==> src/rtl/painel_display.sv <==
// Multiplexed 4-digit 7-segment panel: shows the level, a dash, the irrigation mode and the flow state.
// Define DISP_HEARTBEAT_EN to add a heartbeat decimal point (dp) in the rightmost digit.
module painel_display #(
  parameter int REFRESH_DIV    = 50000,
  parameter int BLINK_DIV      = 25000000,
  parameter bit SEG_ACTIVE_LOW = 1'b1
) (
  input  logic clk,
  input  logic rest,
  input  logic Cheio,
  input  logic Medio,
  input  logic Baixo,
  input  logic Vazio,
  input  logic Erro,
  input  logic Alarme,
  input  logic Vs,
  input  logic Bs,
  output logic a,
  output logic b,
  output logic c,
  output logic d,
  output logic e,
  output logic f,
  output logic g,
  output logic d1,
  output logic d2,
  output logic d3,
  output logic d4
`ifdef DISP_HEARTBEAT_EN
  ,
  output logic dp
`endif
);

  localparam int PW = (REFRESH_DIV > 2) ? $clog2(REFRESH_DIV) : 1;
  localparam int BW = (BLINK_DIV > 2) ? $clog2(BLINK_DIV) : 1;

  // Segment patterns, bit order {a,b,c,d,e,f,g}, active-high
  localparam logic [6:0] CH_0     = 7'b1111110;
  localparam logic [6:0] CH_1     = 7'b0110000;
  localparam logic [6:0] CH_2     = 7'b1101101;
  localparam logic [6:0] CH_3     = 7'b1111001;
  localparam logic [6:0] CH_E     = 7'b1001111;
  localparam logic [6:0] CH_A     = 7'b1110111;
  localparam logic [6:0] CH_G     = 7'b1011110;
  localparam logic [6:0] CH_L     = 7'b0001110;
  localparam logic [6:0] CH_D     = 7'b0111101;
  localparam logic [6:0] CH_DASH  = 7'b0000001;
  localparam logic [6:0] CH_BLANK = 7'b0000000;

  logic [7:0]    sync1, sync2;
  logic          s_cheio, s_medio, s_baixo, s_vazio, s_erro, s_alarme, s_vs, s_bs;
  logic [PW-1:0] pcnt;
  logic          pcnt_tc;
  logic [1:0]    idx;
  logic          ghost;
  logic [BW-1:0] bcnt;
  logic          bcnt_tc;
  logic          blink_act;
  logic          phase_on;
  logic [6:0]    level_ch, mode_ch, flow_ch;
  logic [6:0]    seg_n;
  logic [3:0]    dig_n;
  logic [6:0]    seg_q;
  logic [3:0]    dig_q;

  always_ff @(posedge clk) begin
    if (rest) begin
      sync1 <= '0;
      sync2 <= '0;
    end else begin
      sync1 <= {Cheio, Medio, Baixo, Vazio, Erro, Alarme, Vs, Bs};
      sync2 <= sync1;
    end
  end

  assign {s_cheio, s_medio, s_baixo, s_vazio, s_erro, s_alarme, s_vs, s_bs} = sync2;

  // Scan prescaler; the cycle after each terminal count is the blanking (ghost) cycle
  assign pcnt_tc = (pcnt == PW'(REFRESH_DIV - 1));

  always_ff @(posedge clk) begin
    if (rest) begin
      pcnt  <= '0;
      idx   <= 2'd0;
      ghost <= 1'b0;
    end else begin
      ghost <= pcnt_tc;
      if (pcnt_tc) begin
        pcnt <= '0;
        idx  <= idx + 2'd1;
      end else begin
        pcnt <= pcnt + PW'(1);
      end
    end
  end

  assign blink_act = s_erro | s_alarme;
  assign bcnt_tc   = (bcnt == BW'(BLINK_DIV - 1));

  always_ff @(posedge clk) begin
    if (rest || !blink_act) begin
      bcnt     <= '0;
      phase_on <= 1'b1;
    end else if (bcnt_tc) begin
      bcnt     <= '0;
      phase_on <= ~phase_on;
    end else begin
      bcnt <= bcnt + BW'(1);
    end
  end

  always_comb begin
    level_ch = CH_DASH;
    if (s_erro)       level_ch = CH_E;
    else if (s_cheio) level_ch = CH_3;
    else if (s_medio) level_ch = CH_2;
    else if (s_baixo) level_ch = CH_1;
    else if (s_vazio) level_ch = CH_0;

    mode_ch = CH_DASH;
    case ({s_vs, s_bs})
      2'b10:   mode_ch = CH_A;
      2'b01:   mode_ch = CH_G;
      2'b11:   mode_ch = CH_E;
      default: mode_ch = CH_DASH;
    endcase

    flow_ch = (s_vs || s_bs) ? CH_L : CH_D;
  end

  always_comb begin
    seg_n = CH_BLANK;
    dig_n = 4'b0000;
    if (!ghost) begin
      dig_n[idx] = 1'b1;
      case (idx)
        2'd0:    seg_n = phase_on ? level_ch : CH_BLANK;
        2'd1:    seg_n = CH_DASH;
        2'd2:    seg_n = mode_ch;
        default: seg_n = flow_ch;
      endcase
    end
  end

  // Polarity is applied only at the output flops
  always_ff @(posedge clk) begin
    if (rest) begin
      seg_q <= {7{SEG_ACTIVE_LOW}};
      dig_q <= {4{SEG_ACTIVE_LOW}};
    end else begin
      seg_q <= seg_n ^ {7{SEG_ACTIVE_LOW}};
      dig_q <= dig_n ^ {4{SEG_ACTIVE_LOW}};
    end
  end

  assign {a, b, c, d, e, f, g} = seg_q;
  assign {d4, d3, d2, d1}      = dig_q;

`ifdef DISP_HEARTBEAT_EN
  logic [BW-1:0] hcnt;
  logic          hb;
  logic          dp_q;

  always_ff @(posedge clk) begin
    if (rest) begin
      hcnt <= '0;
      hb   <= 1'b0;
      dp_q <= SEG_ACTIVE_LOW;
    end else begin
      if (hcnt == BW'(BLINK_DIV - 1)) begin
        hcnt <= '0;
        hb   <= ~hb;
      end else begin
        hcnt <= hcnt + BW'(1);
      end
      dp_q <= (!ghost && (idx == 2'd3) && hb) ^ SEG_ACTIVE_LOW;
    end
  end

  assign dp = dp_q;
`endif

endmodule

==> config.mk <==
export PLATFORM = sky130hd
export DESIGN_NAME = painel_display
export DESIGN_NICKNAME = d
export VERILOG_FILES = /design/src/rtl/painel_display.sv
export SDC_FILE = /design/constraint.sdc
export NUM_CORES = 1
export LEC_CHECK = 0
export ABC_AREA = 1
export CAP_MARGIN = 30
export CORE_MARGIN = 2
export CORE_UTILIZATION = 39
export DETAILED_ROUTE_END_ITERATION = 6
export REMOVE_ABC_BUFFERS = 1
export SLEW_MARGIN = 15
export SYNTH_ARGS = -nofsm -noshare
export SYNTH_HDL_FRONTEND = slang
export SYNTH_SLANG_ARGS = --single-unit
==> constraint.sdc <==
create_clock -name clk -period 2.8 [get_ports clk]
set_input_delay 0.56 -clock clk [delete_from_list [all_inputs] [get_ports clk]]
set_output_delay 0.56 -clock clk [all_outputs]
set_load 0.05 [all_outputs]
==> summary.txt, run 1 <==
Worst reg2reg startpoint = bcnt[0]
Worst Skew = 0.00831 ns
Final setup TNS = 0 ns
Largest net degree at the start of global routing = 26
Ant diodes = 0
# IOs = 21
RR Endpoint = bcnt[11]
Dpl cells = 595
Post-synth ARST share = 0%
Worst Path Required = 2.24 ns
Synth Register Bits = 72
Hold Path End = sync2[0]
Remaining global-route overflow = 0
Worst-skew pair later-pin latency = 0.35 ns
Router iterations before antenna repair = 4
Worst EP arrival = 1.47 ns
CP top delay family = buffers and inverters
Area growth syn-to-layout = 13.9%
Fillers = 871
PortBufs = 20
Clock Path Buffers = 2
Post-CTS Setup Inserts = 0
Fmax = 493 MHz
Vias/cell = 4.57
Unrepaired setup endpoints after global routing = false
Clock tree sinks = 72
Sequential fraction of the synthesis area = 43.2%
WL/cell = 10.3 um
Status = finished clean
Final setup margin = 0.770 ns
Hold Path Origin = sync1[0]
Critical path start-end classification = reg2out
Synth top area share = 43.2%
Post-synth cell types = 26
Worst Tran Pin Value = 0.503 ns
Crit path max-delay cell type = clkdlybuf4s50_1
Setup Viol. Count Final = 0
Horiz. Die Dim = 96.5 um
Hold Buf Count CTS = 0
Final max-slew violation count = 0
Critical Path Max Stage Delay = 0.79 ns
CTS tree = done
Period utilisation layout = 72.5%
H-tree depth = 3
Cells after synthesis = 474
Clk slew on worst S/H paths = 0.08 ns
Final Hold Vio Count = 0
HP Class = reg2reg
Routed Antenna Nets = 0
Finished Layout Cells = 611
CP max FO = 1
Top cells by area, synth = dfxtp_1, nand2_1, nor2_1, inv_1, nand3_1
Post-synth EDFFs = 0
Core Region = 0.00826 mm^2
Mapped cell area = 0.00333 mm^2
Leak = 1.38 nW
HPWL reported at the end of detailed placement = 4790 um
Die area = 0.00930 mm^2
Wirelength, routed = 6310 um
Row cnt = 33
Kind of end point of the critical path = primary output
R2r setup slk = 1.22 ns
Rel. slew slack = 66.3%
Share of cells above drive strength 1 = 5.93%
Die height = 96.5 um
Maxcap violations = 0
Final net count = 522
Post-cts resize count = 0
Buf/Inv on CP = 1
VDD IR max = 0.000216 V
Min Tclk post-route = 2.03 ns
Global-route total usage across every layer = 15.7%
Synth Flop Type = dfxtp_1
Antenna violations before repair = 0
First-pass GRT wire length = 11300 um
Via Count = 2792
Vias in the first global route = 2648
CP startpoint kind = register
1st-iter DRT viols = 118
Yosys top cell by area = dfxtp_1
Hold Path Stages = 2
Root buf cell = clkbuf_8
Post-Place Setup Slack = 1.00 ns
Reg2reg path depth = 8
Starting Density = 40.4%
Synth warn = 0
CTS buffer count = 9
Syn avg cell area = 7.03 um^2
DRC Markers = 0
Gpl congestion = 0.864
CP cell instances = clkdlybuf4s50_1
PD cells = 498 mW/mm^2
-- cells by family after synthesis --
logic type,share of synthesized area (%)
fa+ha+maj,4.13
compound gates,5.86
simple gates,33.3
flops,43.2
buf+inv,9.80
xor+xnor,3.68
-- flip-flops by register name, indices dropped and copies added (netlist names) --
name	flops
bcnt	25
pcnt	16
sync1	8
sync2	8
seg_q	7
dig_q	4
idx	2
ghost	1
phase_on	1
-- through the flow --
stage	util (%)	cell area, um^2	power [mW]	hold WS [ns]
5_1_grt	46.0	3800	1.98	0.406
3_5_place_dp	43.9	3620	1.19	0.395
6_report	46.0	3800	1.89	0.397
4_1_cts	46.0	3800	1.92	0.400
2_1_floorplan	-	3280	1.15	0.388
3_3_place_gp	43.9	3620	1.19	0.396
-- layer usage --
metal | GRT usage (%) | routed length (um) | share of wire, %
met1 | 19.7 | 3190 | 51
met2 | 25.4 | 2780 | 44
met3 | 3.72 | 193 | 3.1
met4 | 7.04 | 137 | 2.2
met5 | 0 | 0 | 0
-- layout by cell type, fill, tap and decap left out, types with 2 or more instances in the layout --
master,synthesis,routed
nand2_1,108,108
nor2_1,89,89
inv_1,73,73
dfxtp_1,72,72
nand3_1,28,28
a21oi_1,24,24
clkdlybuf4s50_1,0,20
o21ai_0,12,12
ha_1,11,11
nor3_1,9,9
clkbuf_8,0,9
nand4_1,8,8
xor2_1,8,8
xnor2_1,6,6
nand2_2,5,5
nor2_2,4,4
nand3b_1,3,3
clkinvlp_4,0,3
nand2_4,2,2
-- area by class of cell --
cell class	count	area, um^2	area share, %
timing repair buffer	21	208	5.47
sequential	72	1440	38.0
tap	105	131	3.46
clock buffer	10	128	3.36
inverter	74	278	7.32
multi-input combinational	323	1570	41.2
clock inverter	6	45.0	1.19
-- report_power, final --
group	total (mW)	leakage (nW)	internal [mW]	switching [mW]
Sequential	1.06	0.586	1.05	0.00951
Clock	0.723	0.0789	0.324	0.400
Combinational	0.113	0.713	0.0423	0.0705
Total	1.89	1.38	1.41	0.480
-- cells in the mapped netlist (all sizes together) (3+ instances only) --
master / n
buf: 3
nor3: 9
nand2: 115
xnor2: 6
nand4: 8
o21ai: 12
dfxtp: 72
inv: 74
ha: 11
xor2: 8
nand3: 29
nor2: 94
a21oi: 24
nand3b: 3
-- worst max path at each step --
stage          cells past startpoint  startpoint       end  slack (ns)
6_report                           1    dig_q[1]        d2        0.77
5_1_grt                            1    dig_q[0]        d1        0.68
4_1_cts                            1    seg_q[1]         f        0.73
3_5_place_dp                       5        rest   pcnt[5]        1.00
3_3_place_gp                       5        rest   pcnt[8]        1.02
2_1_floorplan                      8     bcnt[0]  bcnt[10]        1.44
No activity file was read; power rests on OpenSTA's default activity.
==> run 2: changes to the inputs <==
Clock period 2.8 ns to 1.7 ns, I/O delays scaled along.
==> summary.txt, run 2 (same netlist as run 1, synthesis figures left out) <==
Remaining global-route overflow = 0 (unchanged)
Worst Tran Pin Value = 0.435 ns (-0.0687 ns)
Clk slew on worst S/H paths = 0.08 ns (about the same)
Fmax = 637 MHz
Post-CTS Setup Inserts = 0 (unchanged)
CTS tree = done
Commonest non-fill, non-tap cells in the layout = nand2_1, nor2_1, inv_1
Setup Viol. Count Final = 0 (unchanged)
Logic gate share of total power = 5.8% (-0.2 points)
DRC Markers = 0 (unchanged)
Wirelength, routed = 6430 um (+1.9%)
Unrepaired setup endpoints after global routing = false
Sequential share of power = 55.5% (-0.3 points)
H-tree depth = 3 (unchanged)
Die area = 0.00930 mm^2 (unchanged)
Final setup margin = 0.129 ns (-0.641 ns)
Hold Path Origin = sync1[2]
Reg2reg path depth = 8 (unchanged)
HPWL reported at the end of detailed placement = 4800 um (+0.26%)
Antenna violations before repair = 0 (unchanged)
Clock tree sinks = 72 (unchanged)
CTS buffer count = 9 (unchanged)
PD cells = 824 mW/mm^2 (+65%)
Final max-slew violation count = 0 (unchanged)
Hold Path Stages = 2 (unchanged)
VDD IR max = 0.000344 V (+59%)
Clock Path Buffers = 2 (unchanged)
WL/cell = 10.5 um (+1.3%)
Worst Skew = 0.0142 ns (+0.00592 ns)
Horiz. Die Dim = 96.5 um (unchanged)
Starting Density = 40.4% (unchanged)
Worst reg2reg startpoint = bcnt[0]
Clock network fraction of total power = 38.7% (+0.5 points)
Worst EP arrival = 1.79 ns (+0.32 ns)
# IOs = 21 (unchanged)
Critical Path Start = bcnt[0]
Vias in the first global route = 2525 (-4.6%)
Finished Layout Cells = 615 (+0.65%)
Routed Antenna Nets = 0 (unchanged)
Total power = 3.13 mW (+66%)
Largest Register = bcnt
1st-iter DRT viols = 79 (-33%)
Die height = 96.5 um (unchanged)
Kind of end point of the critical path = register
Worst-skew pair later-pin latency = 0.35 ns (about the same)
Post-Place Setup Slack = 0.101 ns (-0.899 ns)
Largest net degree at the start of global routing = 26 (unchanged)
Root buf cell = clkbuf_8
CP startpoint kind = register
Dpl cells = 599 (+0.67%)
Ant diodes = 0 (unchanged)
HP Class = reg2reg
Critical path start-end classification = reg2reg
Final setup TNS = 0 ns (unchanged)
Sw frac = 25.8% (+0.49 points)
CP max FO = 25 (+24)
Status = finished clean
Maxcap violations = 0 (unchanged)
PortBufs = 20 (unchanged)
Share of cells above drive strength 1 = 9.02% (+3.1 points)
Net Sw Power = 0.810 mW (+69%)
R2r setup slk = 0.13 ns (-1.09 ns)
Router iterations before antenna repair = 6 (+2)
Area growth syn-to-layout = 14.1%
Min Tclk post-route = 1.57 ns
Hold Path End = sync2[2]
Rel. slew slack = 70.9% (+4.6 points)
Leak = 1.40 nW (+1.9%)
Fin Hold WS = 0.398 ns (+0.000976 ns)
Commonest non-fill, non-tap cell in the layout = nand2_1
RR Endpoint = bcnt[11]
Biggest registers after layout = bcnt: 25 flops, pcnt: 16 flops
Row cnt = 33 (unchanged)
Period utilisation layout = 92.4%
Gpl congestion = 0.830 (-3.9%)
Via Count = 2779 (-0.47%)
Worst Path Required = 1.92 ns (-0.32 ns)
Vias/cell = 4.52 (-1.1%)
Global-route total usage across every layer = 15.0% (-0.61 points)
Max FFs per register = 25 (unchanged)
Final Hold Vio Count = 0 (unchanged)
Final net count = 526 (+0.77%)
Core Region = 0.00826 mm^2 (unchanged)
First-pass GRT wire length = 10900 um (-3.7%)
Internal power = 2.32 mW (+65%)
==> run 2: repair_timing <==
| item | CTS | global route |
|---|---|---|
| endpoints found under the setup margin | 0 | 1 |
| resized for setup | 0 | 1 |
| hold buffers | 0 | 0 |
==> run 2: metrics by stage <==
stage	utilization [%]	cell area [um^2]
4_1_cts	46.0	3800
2_1_floorplan	-	3280
3_5_place_dp	43.9	3630
3_3_place_gp	43.9	3630
6_report	46.0	3800
5_1_grt	46.0	3800
==> run 2: how the worst max path moves through the flow <==
| stage | endpoint | slack [ns] | cells past startpoint |
|---|---|---|---|
| 2_1_floorplan | bcnt[10] | 0.34 | 8 |
| 3_3_place_gp | bcnt[13] | 0.14 | 4 |
| 3_5_place_dp | bcnt[23] | 0.10 | 4 |
| 4_1_cts | bcnt[11] | 0.10 | 8 |
| 5_1_grt | bcnt[18] | 0.004 | 8 |
| 6_report | bcnt[11] | 0.13 | 8 |
==> run 2: critical path: stages (launching register included) <==
cell     delay [ns]
dfxtp_1        0.36
ha_1           0.23
nand2_2        0.08
nor2_4         0.11
nand3_1        0.10
nor2_2         0.15
nand2_2        0.08
nand2_4        0.23
nor2_1         0.09
==> run 2: power by group through the flow <==
stage	clock (mW)	combinational, mW	sequential, mW
2_1_floorplan	0	0.0698	1.82
3_3_place_gp	0	0.184	1.78
3_5_place_dp	0	0.184	1.78
4_1_cts	1.26	0.185	1.74
5_1_grt	1.32	0.202	1.74
6_report	1.21	0.183	1.74
==> run 2: area by class of cell <==
cell class	instances	area, um^2
clock buffer	10	128
clock inverter	6	46.3
fill	877	4460
inverter	74	278
multi-input combinational	323	1570
sequential	72	1440
tap	105	131
timing repair buffer	25	210
==> run 2: per-layer routing <==
layer | vias to the layer above | global-route usage [%] | wire [um]
met1 | 1222 | 19.5 | 3310
met3 | 6 | 4.19 | 206
met4 | 0 | 4.23 | 63
met5 | - | 0 | 0
met2 | 33 | 24.5 | 2850
li1 | 1518 | - | -
==> run 3: changes to the inputs <==
Clock period 1.7 ns to 1.9 ns, I/O delays scaled along.
==> summary.txt, run 3 (same netlist as run 1, synthesis figures left out) <==
# IOs = 21 (unchanged)
Met1 usage = 20.2% (+0.67 points)
Vias/cell = 4.57 (+1.1%)
Horiz. Die Dim = 96.5 um (unchanged)
GRT Max-Usage Layer = met2
1st-iter DRT viols = 103 (+30%)
Wirelength, routed = 6350 um (-1.3%)
Period utilisation layout = 96.8%
Routed Antenna Nets = 0 (unchanged)
Commonest non-fill, non-tap cells in the layout = nand2_1, nor2_1, inv_1
Clock Path Buffers = 2 (unchanged)
Router iterations before antenna repair = 5 (-1)
CTS tree = done
Die area = 0.00930 mm^2 (unchanged)
Core Region = 0.00826 mm^2 (unchanged)
HPWL reported at the end of detailed placement = 4750 um (-1.1%)
Worst Tran Pin Value = 0.537 ns (+0.103 ns)
Min Tclk post-route = 1.84 ns
HP Class = reg2reg
PortBufs = 20 (unchanged)
First-pass GRT wire length = 11000 um (+1.3%)
Kind of end point of the critical path = primary output
Worst Path Required = 1.52 ns (-0.40 ns)
Biggest registers after layout = bcnt: 25 flops, pcnt: 16 flops
Remaining global-route overflow = 0 (unchanged)
Worst Skew = 0.0170 ns (+0.00281 ns)
Ant diodes = 0 (unchanged)
Status = finished clean
Max FFs per register = 25 (unchanged)
Clk slew on worst S/H paths = 0.08 ns (about the same)
Share of cells above drive strength 1 = 6.31% (-2.7 points)
Fmax = 543 MHz
Hold Path Origin = sync1[2]
Reg2reg path depth = 6 (-2)
Critical Path Max Stage Delay = 0.79 ns (+0.43 ns)
Global Route met2 Usage = 23.4% (-1.1 points)
Buf/Inv on CP = 1 (+1)
Fin Hold WS = 0.398 ns (+0.000187 ns)
WL/cell = 10.4 um (-0.79%)
CP top delay family = buffers and inverters
Area growth syn-to-layout = 15.8%
Leak = 1.44 nW (+2.3%)
Critical path start-end classification = reg2out
Root buf cell = clkbuf_8
Global-route total usage across every layer = 15.4% (+0.34 points)
CP cell instances = clkdlybuf4s50_1
Worst EP arrival = 1.46 ns (-0.33 ns)
Rel. slew slack = 64.1% (-6.8 points)
Maxcap violations = 0 (unchanged)
CTS buffer count = 9 (unchanged)
Final Hold Vio Count = 0 (unchanged)
CP startpoint kind = register
Largest Register = bcnt
FF/Latch Area = 0.00144 mm^2 (unchanged)
Worst-skew pair later-pin latency = 0.35 ns (about the same)
Vias in the first global route = 2545 (+0.79%)
H-tree depth = 3 (unchanged)
Clock tree sinks = 72 (unchanged)
Starting Density = 40.4% (unchanged)
Die height = 96.5 um (unchanged)
Worst reg2reg startpoint = bcnt[0]
Multi-input gate area = 0.00157 mm^2 (-0.16%)
Unrepaired setup endpoints after global routing = false
Hold Path Stages = 2 (unchanged)
M3 GR Usage = 3.10% (-1.1 points)
Row cnt = 33 (unchanged)
CP max FO = 1 (-96%)
DRC Markers = 0 (unchanged)
Antenna violations before repair = 0 (unchanged)
VDD IR max = 0.000332 V (-3.5%)
Critical path depth = 1 (-7)
PD cells = 779 mW/mm^2 (-5.4%)
Fillers = 850 (-3.1%)
Critical Path Start = seg_q[2]
Commonest non-fill, non-tap cell in the layout = nand2_1
Crit path max-delay cell type = clkdlybuf4s50_1
Gpl congestion = 0.866 (+4.3%)
Final max-slew violation count = 0 (unchanged)
Via Count = 2795 (+0.58%)
Final setup TNS = 0 ns (unchanged)
Final net count = 523 (-0.57%)
Fin util = 46.7% (+0.68 points)
Setup Viol. Count Final = 0 (unchanged)
Largest net degree at the start of global routing = 26 (unchanged)
-- run 3: area by class of cell --
type / count / area share, %
clock buffers: 11 / 3.92
clock inverters: 5 / 1.65
inverters: 74 / 7.20
multi-input cells: 323 / 40.6
flip-flops and latches: 72 / 37.4
well taps: 105 / 3.40
repair buffers: 22 / 5.90
-- run 3: timing repair --
item,CTS,global route
hold buffers,0,0
setup endpoints to repair,0,5
resized for setup,0,5
setup buffers,0,0
-- run 3: power breakdown --
group,internal (mW),switching (mW)
clock network,0.687,0.601
logic,0.0613,0.103
registers,1.54,0.0135
total,2.29,0.717
-- run 3: path summary, 6_finish.rpt --
| check | endpoint | slack, ns |
|---|---|---|
| min reg2reg | sync2[2] | 0.40 |
| max reg2reg | bcnt[14] | 0.31 |
| min | sync2[2] | 0.40 |
| max | e | 0.06 |
-- run 3: routing by layer --
layer | up-vias | wire, um
li1 | 1513 | -
met1 | 1222 | 3230
met5 | - | 0
met4 | 0 | 142
met2 | 47 | 2770
met3 | 13 | 200
-- run 3: through the flow --
step / power [mW] / instances / setup slack, ns / instance area [um^2]
floorplan: 1.69 / 469 / 0.543 / 3280
global placement: 1.76 / 596 / 0.236 / 3630
detailed placement: 1.76 / 596 / 0.173 / 3630
CTS: 3.06 / 612 / 0.0127 / 3850
global route: 3.14 / 612 / 0.00128 / 3860
finish: 3.01 / 612 / 0.0599 / 3860
